File: config.mk
export PLATFORM = sky130hd
export DESIGN_NAME = mux8_rr_sched
export DESIGN_NICKNAME = d
export VERILOG_FILES = /design/src/rtl/mux8_rr_sched.sv
export SDC_FILE = /design/constraint.sdc
export NUM_CORES = 1
export LEC_CHECK = 0
export ABC_AREA = 1
export BUFFER_PORTS_ARGS = -buffer_cell sky130_fd_sc_hd__buf_4
export CAP_MARGIN = 15
export CORE_ASPECT_RATIO = 0.7
export CORE_MARGIN = 1
export CORE_UTILIZATION = 62
export DETAILED_ROUTE_END_ITERATION = 16
export PLACE_DENSITY_LB_ADDON = 0.25
export SLEW_MARGIN = 20
export SYNTH_ARGS = -nofsm -noshare
export SYNTH_HDL_FRONTEND = slang
export SYNTH_SLANG_ARGS = --single-unit
File: constraint.sdc
create_clock -name clk_i -period 6.9 [get_ports clk_i]
set_clock_uncertainty 0.1 [all_clocks]
set_input_delay 1.38 -clock clk_i [delete_from_list [all_inputs] [get_ports clk_i]]
set_output_delay 1.38 -clock clk_i [all_outputs]
set_load 0.005 [all_outputs]
File: src/rtl/mux8_rr_sched.sv
// Round-robin scheduler sharing one 8:1 single-bit mux channel among 8 requesters.
// The owner holds the channel for at most HOLD cycles. The selected bit is registered
// onto out_o/valid_o, one cycle behind grant_o.
module mux8_rr_sched #(
  parameter int unsigned HOLD  = 4,
  parameter int unsigned CNT_W = 8
) (
  input  logic       clk_i,
  input  logic       rst_ni,
  input  logic [7:0] req_i,
  input  logic [7:0] din_i,
  output logic [7:0] grant_o,
  output logic [2:0] sel_o,
  output logic       out_o,
  output logic       valid_o,
  output logic       busy_o
);

  typedef enum logic [0:0] {StIdle, StGrant} state_e;

  state_e             state_q, state_d;
  logic [7:0]         grant_q, grant_d;
  logic [2:0]         sel_q, sel_d;
  logic [2:0]         ptr_q, ptr_d;
  logic [CNT_W-1:0]   cnt_q, cnt_d;
  logic               out_q, out_d;
  logic               valid_q, valid_d;
  logic               release_w;
  logic [2:0]         win_w;

  // First requester after base, wrapping; base itself is checked last.
  function automatic logic [2:0] pick(input logic [2:0] base, input logic [7:0] r);
    logic [2:0] w;
    logic [2:0] idx;
    logic       found;
    w     = base;
    found = 1'b0;
    for (int i = 1; i <= 8; i++) begin
      idx = base + 3'(i);
      if (!found && r[idx]) begin
        w     = idx;
        found = 1'b1;
      end
    end
    return w;
  endfunction

  // Next-state logic for arbitration, tenure counting and ownership.
  always_comb begin
    state_d   = state_q;
    grant_d   = grant_q;
    sel_d     = sel_q;
    ptr_d     = ptr_q;
    cnt_d     = cnt_q;
    release_w = !req_i[sel_q] || (cnt_q == '0);
    win_w     = pick((state_q == StIdle) ? ptr_q : sel_q, req_i);
    unique case (state_q)
      StIdle: begin
        if (req_i != 8'h00) begin
          state_d = StGrant;
          grant_d = 8'h01 << win_w;
          sel_d   = win_w;
          ptr_d   = win_w;
          cnt_d   = CNT_W'(HOLD - 1);
        end
      end
      StGrant: begin
        if (!release_w) begin
          cnt_d = cnt_q - 1'b1;
        end else if (req_i != 8'h00) begin
          // Hand over in the same edge, no idle bubble.
          grant_d = 8'h01 << win_w;
          sel_d   = win_w;
          ptr_d   = win_w;
          cnt_d   = CNT_W'(HOLD - 1);
        end else begin
          state_d = StIdle;
          grant_d = 8'h00;
          ptr_d   = sel_q;
        end
      end
      default: state_d = StIdle;
    endcase
  end

  // Registered output path: sample the owner's bit while granted, else hold out.
  always_comb begin
    out_d   = out_q;
    valid_d = 1'b0;
    if (state_q == StGrant) begin
      out_d   = din_i[sel_q];
      valid_d = 1'b1;
    end
  end

  // State and datapath registers with asynchronous active-low reset.
  always_ff @(posedge clk_i or negedge rst_ni) begin
    if (!rst_ni) begin
      state_q <= StIdle;
      grant_q <= 8'h00;
      sel_q   <= 3'd0;
      ptr_q   <= 3'd7;
      cnt_q   <= '0;
      out_q   <= 1'b0;
      valid_q <= 1'b0;
    end else begin
      state_q <= state_d;
      grant_q <= grant_d;
      sel_q   <= sel_d;
      ptr_q   <= ptr_d;
      cnt_q   <= cnt_d;
      out_q   <= out_d;
      valid_q <= valid_d;
    end
  end

  assign grant_o = grant_q;
  assign sel_o   = sel_q;
  assign out_o   = out_q;
  assign valid_o = valid_q;
  assign busy_o  = (state_q == StGrant);

endmodule

==> summary by stage, run 1 <==
Global routing
Global routing used 34.1% of the available tracks across all layers. The total overflow left after global routing is 0. The global-route wire length before repair is 10000 um.

Entering global routing, the biggest net connects 26 pins. The via count of the first global-routing pass was 2201. The initial antenna violation count is 0.

Run status
The run finished with clean final reports.

CTS
The post-CTS clock slew at the launch and capture registers of the worst setup and hold paths is 0.10 ns. After clock tree synthesis, the setup repair step added 0 buffers. The longest clock path from root to sink contains 2 buffers. The number of gates resized after CTS was 0. TritonCTS built the clock tree. CTS built an H-tree with a depth of 1. The latest clock arrival within the worst-skew pair is 0.28 ns.

The tree is rooted in a sky130_fd_sc_hd__clkbuf_8. The number of clock buffers inserted by TritonCTS is 3. The count of hold-fix buffers inserted at cts is 0.

The clock drives 25 sinks.

Logic synthesis
After synthesis, the largest area contributor takes up 24.3% of total cell area. The flip-flop and latch count after synthesis is 25. The share of async-settable or async-resettable flops after synthesis is 100%.

By area the synthesized netlist is led by sky130_fd_sc_hd__dfrtp_1 (24%), sky130_fd_sc_hd__nand2_1 (16%), sky130_fd_sc_hd__nand3_1 (14%), sky130_fd_sc_hd__nand2_2 (5.5%), sky130_fd_sc_hd__inv_1 (5.5%). The largest area contributor in the synthesized netlist is sky130_fd_sc_hd__dfrtp_1. The most used flip-flop cell after synthesis is sky130_fd_sc_hd__dfrtp_1. Dividing the synthesized area by the synthesized cell count gives 6.60 sq um. Yosys mapped the design onto 31 distinct sky130hd cell types.

Synthesis produced a netlist whose cell count is 343. The number of nets in the synthesized netlist is 364. The number of synthesized flops with an enable pin is 0. In this run the cell area of the synthesized design comes to 2260 sq um.

The Yosys step of the flow raised 0 warnings. The sequential fraction of the synthesis area is 27.8%.

Setup path
The startpoint class of the critical path is a flop. Counting both buffers and inverters, the worst setup path holds a total of 3. The cell with the largest stage delay on the worst path is sky130_fd_sc_hd__dfrtp_1. The launching point of the worst reg2reg path is busy_o$_DFF_PN0_.

Setup slack on the worst reg-to-reg path comes out at 3.25 ns. The nature of the critical path endpoint is a flop. The most frequent cell on the critical path is sky130_fd_sc_hd__nand2_1. At the worst endpoint, the required time is 7.02 ns. The number of cells on the worst reg-to-reg path is 18.

The worst setup path category is flop to flop. The cell depth of the worst setup path is 18. Data arrives at the worst endpoint at 3.78 ns.

The end of the worst register-to-register path is grant_o[2]$_DFFE_PN0P_. In this design, the largest share of critical-path delay is due to simple AND/OR/NAND/NOR gates. The biggest cell delay along the critical path is 0.69 ns.

Along the worst path, the maximum fanout reaches 14. Walking the worst path, the cells encountered are inv_2 -> nand2_1 -> nand2_2 -> ha_1 -> clkinv_1 -> nand3_2 -> nand3_2 -> nand2_4 -> nand3_2 -> nor2_4 -> nand3_2 -> inv_1 -> nand2_1 -> nand3_1 -> nand2_1 -> nor2_2 -> nand2_1 -> nand2_1.

STA
The number of hold violations in the final report was 0. The maximum clock rate is 274 MHz. Across all hold checks on the routed design, the worst slack comes to 0.398 ns. Headroom to the max-slew limit came out at 63.7%. Counting I/O delays and the setup requirement, the final critical path takes 3.65 ns.

The final count of pins violating max slew is 0. Setup total negative slack on the finished layout was measured at 0 ns. Of the available clock period, the critical path in the final layout requires 52.9%. The final-report setup violation count is 0.

At the pin with the least slew margin, the transition time is 0.545 ns. Setup repair after global routing left no endpoint under its margin.

Finish
Compared with the post-synthesis result, the final layout area differs by 12.6%. Leaving out fill and tap cells, the most frequent cell in the layout is sky130_fd_sc_hd__nand2_1. Of the cells placed in the final design, the portion with a size suffix greater than 1 is 22.6%. 0 antenna diodes ended up in the layout. The number of nets in the finished design is 393. In the layout the commonest cells are sky130_fd_sc_hd__nand2_1 (95), sky130_fd_sc_hd__nand3_1 (65), sky130_fd_sc_hd__inv_1 (33), sky130_fd_sc_hd__buf_4 (32), sky130_fd_sc_hd__dfrtp_1 (22). The cell area after layout is 2550 sq um.

Drt
Dividing the detail-routed wire length by the instance count gives 14.1 um. Once detail routing completed, the nets flagged for antenna violations numbered 0. The via-per-instance ratio is 5.80. The vias after detailed routing is 2426. The pre-antenna-repair detailed-routing pass consisted of 6 iterations. The routed design has 5890 um of wire.

The number of remaining DRC errors is 0. The count of routing violations after the opening detailed-route iteration is 290.

Floorplanning
The initial cell density of the core is 68.2%. The die covers 3900 sq um. The core outline area is 3320 sq um. Row generation in the floorplan step produced 17 rows. Measured along the x axis, the die boundary spans 74.2 um. The top-level port count is 32.

The chip height is 52.6 um.

Min path
The tightest min-delay check is of the flop to flop type. The count of cells along the worst hold path is 2. The launch point of the worst hold path is grant_o[3]$_DFFE_PN0P_. The path with the worst hold slack has its endpoint at grant_o[3]$_DFFE_PN0P_.

Job
The tool flagged a number of max-cap violations equal to 0.

Place
The count of buffers added on input and output ports is 31. The area of placed instances is 2500 sq um. Detailed placement finished with a half-perimeter wire length of 4690 um. The global placement routability congestion is 1.09.
[worst max path at each step]
stage                           startpoint  slack, ns                endpoint
after floorplan                   req_i[7]       3.98  grant_o[6]$_DFFE_PN0P_
after global placement    busy_o$_DFF_PN0_       3.52  grant_o[2]$_DFFE_PN0P_
after detailed placement  busy_o$_DFF_PN0_       3.36  grant_o[2]$_DFFE_PN0P_
after CTS                 busy_o$_DFF_PN0_       3.34  grant_o[5]$_DFFE_PN0P_
after global routing      busy_o$_DFF_PN0_       2.90  grant_o[2]$_DFFE_PN0P_
final                     busy_o$_DFF_PN0_       3.25  grant_o[2]$_DFFE_PN0P_
[metrics by stage]
| step | instances | utilization, % | setup slack, ns |
|---|---|---|---|
| global route | 418 | 76.8 | 2.90 |
| detailed placement | 414 | 75.3 | 3.36 |
| CTS | 418 | 76.8 | 3.34 |
| floorplan | 343 | - | 3.98 |
| finish | 418 | 76.8 | 3.25 |
| global placement | 414 | 75.3 | 3.52 |
[synthesized netlist by cell type, types with 2 or more instances]
cell type and instances:
sky130_fd_sc_hd__ha_1 3, sky130_fd_sc_hd__inv_2 2, sky130_fd_sc_hd__o21ai_1 7, sky130_fd_sc_hd__a21oi_1 9
sky130_fd_sc_hd__nand2_2 20, sky130_fd_sc_hd__dfstp_2 3, sky130_fd_sc_hd__nand2_1 95, sky130_fd_sc_hd__nand3_2 10
sky130_fd_sc_hd__a22oi_1 2, sky130_fd_sc_hd__nand4_1 8, sky130_fd_sc_hd__inv_1 33, sky130_fd_sc_hd__buf_6 4
sky130_fd_sc_hd__nand2_4 5, sky130_fd_sc_hd__o22ai_1 2, sky130_fd_sc_hd__nor2_1 16, sky130_fd_sc_hd__dfrtp_1 22
sky130_fd_sc_hd__o21ai_0 18, sky130_fd_sc_hd__buf_2 3, sky130_fd_sc_hd__nor2_4 2, sky130_fd_sc_hd__nor2_2 2
sky130_fd_sc_hd__o21ai_2 3, sky130_fd_sc_hd__nand3_1 65
[cell type report]
cell class / count / area, sq um
Clock inverter: 1 / 8.76
Sequential cell: 25 / 629
Clock buffer: 3 / 41.3
Tap cell: 47 / 58.8
Timing Repair Buffer: 32 / 240
Multi-Input combinational cell: 274 / 1440
Fill cell: 267 / 769
Inverter: 36 / 135
[cells by family (layout without fill, tap and decap cells)]
| kind of cell | after synthesis | count (layout) | share of synthesized area (%) |
|---|---|---|---|
| xor gates and xnor gates | 1 | 1 | 0.387 |
| and+or+nand+nor | 225 | 225 | 50.1 |
| adders and majority gates | 3 | 3 | 1.66 |
| DFF | 25 | 25 | 27.8 |
| AOI/OAI and AO/OA | 45 | 45 | 11.2 |
| buffers and inverters | 44 | 72 | 8.79 |
[per-layer routing]
metal	global-route usage, %	share of wire (%)	vias up
li1	-	-	1199
met1	49.3	45	1081
met2	50.9	41	135
met3	9.04	13	11
met4	7.55	1.2	0
met5	0	0	-
[flip-flops by register name, indices dropped and copies added (netlist names)]
| register | cells |
|---|---|
| cnt_q | 8 |
| grant_o | 8 |
| ptr_q | 3 |
| sel_o | 3 |
| busy_o | 1 |
| out_o | 1 |
| valid_o | 1 |
[worst register-to-register path, cell delays in order (launching register included)]
cell,delay (ns)
sky130_fd_sc_hd__dfrtp_1,0.69
sky130_fd_sc_hd__inv_2,0.18
sky130_fd_sc_hd__nand2_1,0.17
sky130_fd_sc_hd__nand2_2,0.13
sky130_fd_sc_hd__ha_1,0.52
sky130_fd_sc_hd__clkinv_1,0.33
sky130_fd_sc_hd__nand3_2,0.18
sky130_fd_sc_hd__nand3_2,0.12
sky130_fd_sc_hd__nand2_4,0.15
sky130_fd_sc_hd__nand3_2,0.12
sky130_fd_sc_hd__nor2_4,0.17
sky130_fd_sc_hd__nand3_2,0.13
sky130_fd_sc_hd__inv_1,0.09
sky130_fd_sc_hd__nand2_1,0.07
sky130_fd_sc_hd__nand3_1,0.10
sky130_fd_sc_hd__nand2_1,0.12
sky130_fd_sc_hd__nor2_2,0.12
sky130_fd_sc_hd__nand2_1,0.06
sky130_fd_sc_hd__nand2_1,0.06
Power of run 1 is left out: the tool's default activity adds up to more than one toggle a clock period on the data nets, which glitch-free logic cannot reach.
==> run 2, diff against run 1 <==
--- a/config.mk
+++ b/config.mk
@@ -10,7 +10,7 @@
 export CAP_MARGIN = 15
 export CORE_ASPECT_RATIO = 0.7
 export CORE_MARGIN = 1
-export CORE_UTILIZATION = 62
+export CORE_UTILIZATION = 58
 export DETAILED_ROUTE_END_ITERATION = 16
 export PLACE_DENSITY_LB_ADDON = 0.25
 export SLEW_MARGIN = 20
==> constraint.sdc (replaced) <==
create_clock -name clk_i -period 3.7 [get_ports clk_i]
set_clock_uncertainty 0.1 [all_clocks]
set_input_delay 0.74 -clock clk_i [delete_from_list [all_inputs] [get_ports clk_i]]
set_output_delay 0.74 -clock clk_i [all_outputs]
set_load 0.005 [all_outputs]
==> summary by stage, run 2 (synthesis gave the netlist of run 1 again) <==
STA
Setup repair after global routing left no endpoint under its margin. The share of the cycle needed by the critical path after routing is 89.6% (+37 points). The final-report setup violation count came to 0 (unchanged).

The tightest hold margin came to 0.251 ns (-0.147 ns). The final count of pins violating max slew was 0 (unchanged). The maximum clock rate is 302 MHz (+10%). The post-route setup TNS is 0 ns (unchanged). The number of hold violations in the final report is 0 (unchanged). The worst setup slack after layout was 0.386 ns (-2.86 ns). The slew at the pin with the worst max-slew slack was 0.454 ns (-0.0913 ns). The headroom to the max-slew limit is 69.4% (+5.8 points). The post-route minimum period is 3.31 ns (-0.339 ns).

Place
The post-detailed-placement half-perimeter wirelength is 4710 um (+0.41%). The global placement routability congestion came to 0.948 (-13%). The total instance count after detailed placement came to 421 (+1.7%). The count of port buffers added during placement is 31 (unchanged).

The post-place setup slack came to 0.481 ns (-2.88 ns).

Setup path
The data required time at the worst endpoint is 3.82 ns (-3.20 ns). The worst path buffer plus inverter count is 3 (unchanged). Among cell families on the critical path, the largest total delay comes from simple AND/OR/NAND/NOR gates. The worst-path maximum fanout is 12 (-2). The critical path goes through inv_1 -> nand2_1 -> nand2_2 -> ha_1 -> clkinv_1 -> nand2_1 -> nand3_2 -> nand2_4 -> nand3_2 -> nor2_4 -> nand3_2 -> o21ai_1 -> inv_1 -> nand2_2 -> nand2_2 -> nor2_1 -> nand2_1 -> nand2_1. The most numerous cell type found on the critical path is sky130_fd_sc_hd__nand2_1. The worst setup path category is flop to flop. The biggest cell delay along the critical path is 0.53 ns (-0.16 ns).

The critical path arrival is 3.43 ns (-0.35 ns). The worst setup path is captured at a flop. The setup slack on the worst flop-to-flop path is 0.39 ns (-2.86 ns). STA classifies the critical path startpoint as a flop. On the critical path, the stage with the largest delay is an instance of sky130_fd_sc_hd__dfrtp_1.

Floorplanning
The initial cell density of the core is 62.4% (-5.8 points). The chip height was 54.3 um (+3.3%). The site row count is 18 (+1). The top-level port count is 32 (unchanged). The full die area is 4160 sq um (+6.7%). The core outline area is 3630 sq um (+9.3%). The horizontal die dimension was 76.7 um (+3.3%).

Finish
In the layout the commonest cells are sky130_fd_sc_hd__nand2_1 (95), sky130_fd_sc_hd__nand3_1 (65), sky130_fd_sc_hd__buf_4 (36), sky130_fd_sc_hd__inv_1 (33), sky130_fd_sc_hd__dfrtp_1 (22). The fraction of final layout cells with drive strength greater than 1 came to 23.5% (+0.83 points). The commonest non-fill, non-tap cell in the layout is sky130_fd_sc_hd__nand2_1. Relative to the synthesized area, the layout overhead comes to 14.0%.

The layout filler cell count is 328 (+23%). The number of diodes was 0 (unchanged). The post-route non-filler standard cell count was 425 (+1.7%). The number of nets in the finished design is 397 (+1.0%).

CTS
The clock tree root driver cell is sky130_fd_sc_hd__clkbuf_8. The maximum buffer depth of the clock tree is 2 (unchanged). The post-CTS setup buffer count is 0 (unchanged). The clock tree from TritonCTS is done. The count of hold-fix buffers inserted at cts came to 0 (unchanged). The post-CTS clock slew at the launch and capture registers of the worst setup and hold paths was 0.09 ns (about the same). The post-cts resize count is 0 (unchanged). The H-tree depth is 1 (unchanged). The latest clock arrival within the worst-skew pair is 0.27 ns (about the same). The number of clock buffers inserted by TritonCTS is 3 (unchanged). The count of clock tree sinks is 25 (unchanged).

Drt
The wire length on met2 is 2400 um (-0.33%). The top metal layer carrying routed signals is met4. The first-pass detailed-route iteration total is 5 (-1).

The vias after detailed routing is 2451 (+1.0%). The wire length after detailed routing was 6050 um (+2.7%). The met3 wirelength from detailed routing was 612 um (-18%). The count of routing violations after the opening detailed-route iteration is 242 (-17%). The length of routed wiring on met1 is 3010 um (+13%). The number of remaining DRC errors is 0 (unchanged). The via-per-instance ratio was 5.77 (-0.63%). The routed wirelength normalized by instance count came to 14.2 um (+1.0%). The post-detailed-route count of antenna-violating nets came to 0 (unchanged).

Global routing
The global-route wire length before repair was 10100 um (+0.69%). The maximum number of pins on one net before global-route repair is 26 (unchanged). The overflow left after global routing is 0 (unchanged). The global-route usage over all layers was 31.5% (-2.7 points). The via count of the first global-routing pass came to 2084 (-5.3%). The initial antenna violation count is 0 (unchanged).

Run status
The flow ran to the end, and the final reports show no timing, DRC or antenna violations.

Min path
The worst hold path belongs to the class input port to async pin.

Job
The count of maximum capacitance violations is 0 (unchanged).
[run 2: changes by cell type in the layout (fill, tap and decap cells not counted)]
cell / change
sky130_fd_sc_hd__buf_4: +4
sky130_fd_sc_hd__clkinvlp_4: +1
sky130_fd_sc_hd__inv_6: -1
[run 2: metrics by stage]
stage,utilization [%],instance area (sq um)
2_1_floorplan,-,2260
3_3_place_gp,69.8,2530
3_5_place_dp,69.8,2530
4_1_cts,71.2,2580
5_1_grt,71.2,2580
6_report,71.2,2580
[run 2: routing by layer]
metal	vias up	GRT usage [%]
met5	-	0
met4	0	4.49
met3	8	4.83
met2	136	47.0
met1	1102	48.5
li1	1205	-
[run 2: layout make-up]
class                      instances  area (sq um)  area share (%)
tap                               50          62.6            2.42
clock inverter                     1          7.51           0.291
sequential                        25           629            24.4
multi-input combinational        274          1440            55.6
inverter                          36           135            5.24
clock buffer                       3          41.3            1.60
timing repair buffer              36           270            10.5
[run 2: worst paths after layout]
path	startpoint	endpoint	depth (start not counted)
max in group asynchronous	rst_ni	ptr_q[1]$_DFFE_PN1P_	1
min in group clk_i	cnt_q[7]$_DFF_PN0_	cnt_q[7]$_DFF_PN0_	1
setup / recovery	sel_o[0]$_DFFE_PN0P_	grant_o[6]$_DFFE_PN0P_	18
hold reg to reg	cnt_q[7]$_DFF_PN0_	cnt_q[7]$_DFF_PN0_	1
hold / removal	rst_ni	grant_o[3]$_DFFE_PN0P_	1
setup reg to reg	sel_o[0]$_DFFE_PN0P_	grant_o[6]$_DFFE_PN0P_	18
[run 2: worst register-to-register path, delay by kind of cell, from the launching register on]
family | cells | cell delay, ns
adder cells (fa/ha/maj) | 1 | 0.32
AO/OA/AOI/OAI | 1 | 0.16
buffers and inverters | 3 | 0.55
AND/OR/NAND/NOR | 13 | 1.60
flip-flops | 1 | 0.53
Power of run 2 is left out for the same reason.
==> run 3, diff against run 2 <==
--- a/config.mk
+++ b/config.mk
@@ -8,7 +8,7 @@
 export ABC_AREA = 1
 export BUFFER_PORTS_ARGS = -buffer_cell sky130_fd_sc_hd__buf_4
 export CAP_MARGIN = 15
-export CORE_ASPECT_RATIO = 0.7
+export CORE_ASPECT_RATIO = 0.75
 export CORE_MARGIN = 1
 export CORE_UTILIZATION = 58
 export DETAILED_ROUTE_END_ITERATION = 16
==> summary by stage, run 3 (synthesis gave the netlist of run 1 again) <==
Run status
The flow ran to the end, and the final reports show no timing, DRC or antenna violations.

Setup path
The critical path arrival is 3.51 ns (+0.08 ns). STA classifies the critical path endpoint as a flop. The data required time at the worst endpoint is 3.81 ns (about the same).

The worst-path maximum fanout came to 12 (unchanged). The worst setup path is of the flop to flop kind. The worst setup path is launched from a flop.

Floorplanning
The chip height is 56.1 um (+3.4%). The site row count came to 19 (+1). The initial cell density of the core was 61.4% (-1.0 points). The core outline area is 3680 sq um (+1.6%).

The top-level port count is 32 (unchanged). The horizontal die dimension is 74.1 um (-3.3%). The full die area came to 4160 sq um (about the same).

CTS
The root buffer cell chosen for the clock tree is sky130_fd_sc_hd__clkbuf_8. The latest clock arrival within the worst-skew pair came to 0.27 ns (about the same). The post-CTS clock slew at the launch and capture registers of the worst setup and hold paths came to 0.08 ns (about the same). TritonCTS built the clock tree. The H-tree depth came to 1 (unchanged).

The count of clock tree sinks is 25 (unchanged). The count of hold-fix buffers inserted at cts came to 0 (unchanged). The maximum buffer depth of the clock tree was 2 (unchanged).

The number of clock buffers inserted by TritonCTS was 3 (unchanged).

STA
The final-report setup violation count is 0 (unchanged). The post-route setup TNS is 0 ns (unchanged). The number of hold violations in the final report is 0 (unchanged). The headroom to the max-slew limit is 67.2% (-2.2 points). The worst setup slack after layout is 0.304 ns (-0.0822 ns). The share of the cycle needed by the critical path after routing is 91.8% (+2.2 points). The slew at the pin with the worst max-slew slack came to 0.491 ns (+0.0375 ns). The maximum clock rate is 294 MHz (-2.4%). The post-route minimum period is 3.40 ns (+0.0822 ns). The final count of pins violating max slew came to 0 (unchanged). Setup repair after global routing left no endpoint under its margin.

Drt
The count of routing violations after the opening detailed-route iteration is 329 (+36%). The wire length after detailed routing is 5760 um (-4.8%). The vias after detailed routing is 2448 (-0.12%).

The via-per-instance ratio is 5.76 (-0.12%). The number of remaining DRC errors was 0 (unchanged). The post-detailed-route count of antenna-violating nets is 0 (unchanged). The routed wirelength normalized by instance count is 13.6 um (-4.8%). The first-pass detailed-route iteration total is 7 (+2).

Finish
The fraction of final layout cells with drive strength greater than 1 is 23.6% (+0.13 points). The number of nets in the finished design is 395 (-0.50%). The area growth from synthesis to layout is 13.7%. The top cell types in the final layout, fill and taps aside, are sky130_fd_sc_hd__nand2_1 (95), sky130_fd_sc_hd__nand3_1 (65), sky130_fd_sc_hd__buf_4 (34), sky130_fd_sc_hd__inv_1 (33), sky130_fd_sc_hd__dfrtp_1 (22). Leaving out fill and tap cells, the most frequent cell in the layout is sky130_fd_sc_hd__nand2_1. The number of diodes is 0 (unchanged).

Global routing
The via count of the first global-routing pass is 2105 (+1.0%). The initial antenna violation count is 0 (unchanged). The global-route usage over all layers is 29.7% (-1.8 points). The maximum number of pins on one net before global-route repair came to 26 (unchanged).

The global-route wire length before repair is 9470 um (-6.1%). The overflow left after global routing is 0 (unchanged).

Place
The global placement routability congestion was 0.966 (+1.9%). The count of port buffers added during placement was 31 (unchanged). The post-place setup slack came to 0.227 ns (-0.254 ns). The post-detailed-placement half-perimeter wirelength is 4510 um (-4.2%).

Min path
The min-delay analysis places its worst path in the category input port to async pin.

Job
The count of maximum capacitance violations is 0 (unchanged).
[run 3: cell count changes in the layout (fill, tap and decap cells not counted), sizes merged]
| cell | previous run | this run |
|---|---|---|
| buf | 36 | 34 |
[run 3: critical path, cell delays in order, from the launching register on]
cell                         delay, ns
sky130_fd_sc_hd__dfrtp_1          0.49
sky130_fd_sc_hd__inv_1            0.22
sky130_fd_sc_hd__nand2_1          0.16
sky130_fd_sc_hd__nand2_2          0.13
sky130_fd_sc_hd__ha_2             0.51
sky130_fd_sc_hd__clkinvlp_4       0.24
sky130_fd_sc_hd__nand3_2          0.14
sky130_fd_sc_hd__nand3_2          0.11
sky130_fd_sc_hd__nand2_4          0.15
sky130_fd_sc_hd__nand3_2          0.12
sky130_fd_sc_hd__nor2_4           0.16
sky130_fd_sc_hd__nand3_2          0.15
sky130_fd_sc_hd__inv_1            0.11
sky130_fd_sc_hd__nand2_1          0.06
sky130_fd_sc_hd__nand3_1          0.10
sky130_fd_sc_hd__nand2_1          0.13
sky130_fd_sc_hd__nor2_2           0.13
sky130_fd_sc_hd__nand2_1          0.06
sky130_fd_sc_hd__nand2_1          0.05
[run 3: cell type report]
cell class	instances	area [sq um]
well taps	52	65.1
repair buffers	34	255
multi-input cells	274	1440
flip-flops and latches	25	629
inverters	36	139
clock inverters	1	5.00
fillers	319	1110
clock buffers	3	41.3
[run 3: worst paths after layout]
path / endpoint / cells after the start / startpoint / slack, ns
worst max-delay path: grant_o[6]$_DFFE_PN0P_ / 18 / sel_o[0]$_DFFE_PN0P_ / 0.30
worst min-delay path: grant_o[5]$_DFFE_PN0P_ / 1 / rst_ni / 0.26
worst max register to register: grant_o[6]$_DFFE_PN0P_ / 18 / sel_o[0]$_DFFE_PN0P_ / 0.30
worst min register to register: ptr_q[1]$_DFFE_PN1P_ / 2 / ptr_q[1]$_DFFE_PN1P_ / 0.39
max in group asynchronous: ptr_q[1]$_DFFE_PN1P_ / 1 / rst_ni / 2.96
min in group clk_i: ptr_q[1]$_DFFE_PN1P_ / 2 / ptr_q[1]$_DFFE_PN1P_ / 0.39
[run 3: repair_timing]
action / 4_1_cts / 5_1_grt
endpoints found under the setup margin: 0 / 12
gates resized for setup: 0 / 2
setup buffers: 0 / 0
[run 3: through the flow]
step	util [%]	hold slack (ns)	std cells	area, sq um
2_1_floorplan	-	0.344	343	2260
3_3_place_gp	68.4	0.372	421	2520
3_5_place_dp	68.4	0.378	421	2520
4_1_cts	69.6	0.264	425	2570
5_1_grt	69.8	0.265	425	2570
6_report	69.8	0.255	425	2570
[run 3: metal layers]
layer  vias up  wire length, um  track usage (%)
met5         -                0                0
met4         0               42             5.49
met3        10              525             5.62
met2       125             2390             41.6
met1      1108             2810             47.2
li1       1205                -                -
Power of run 3 is left out for the same reason.
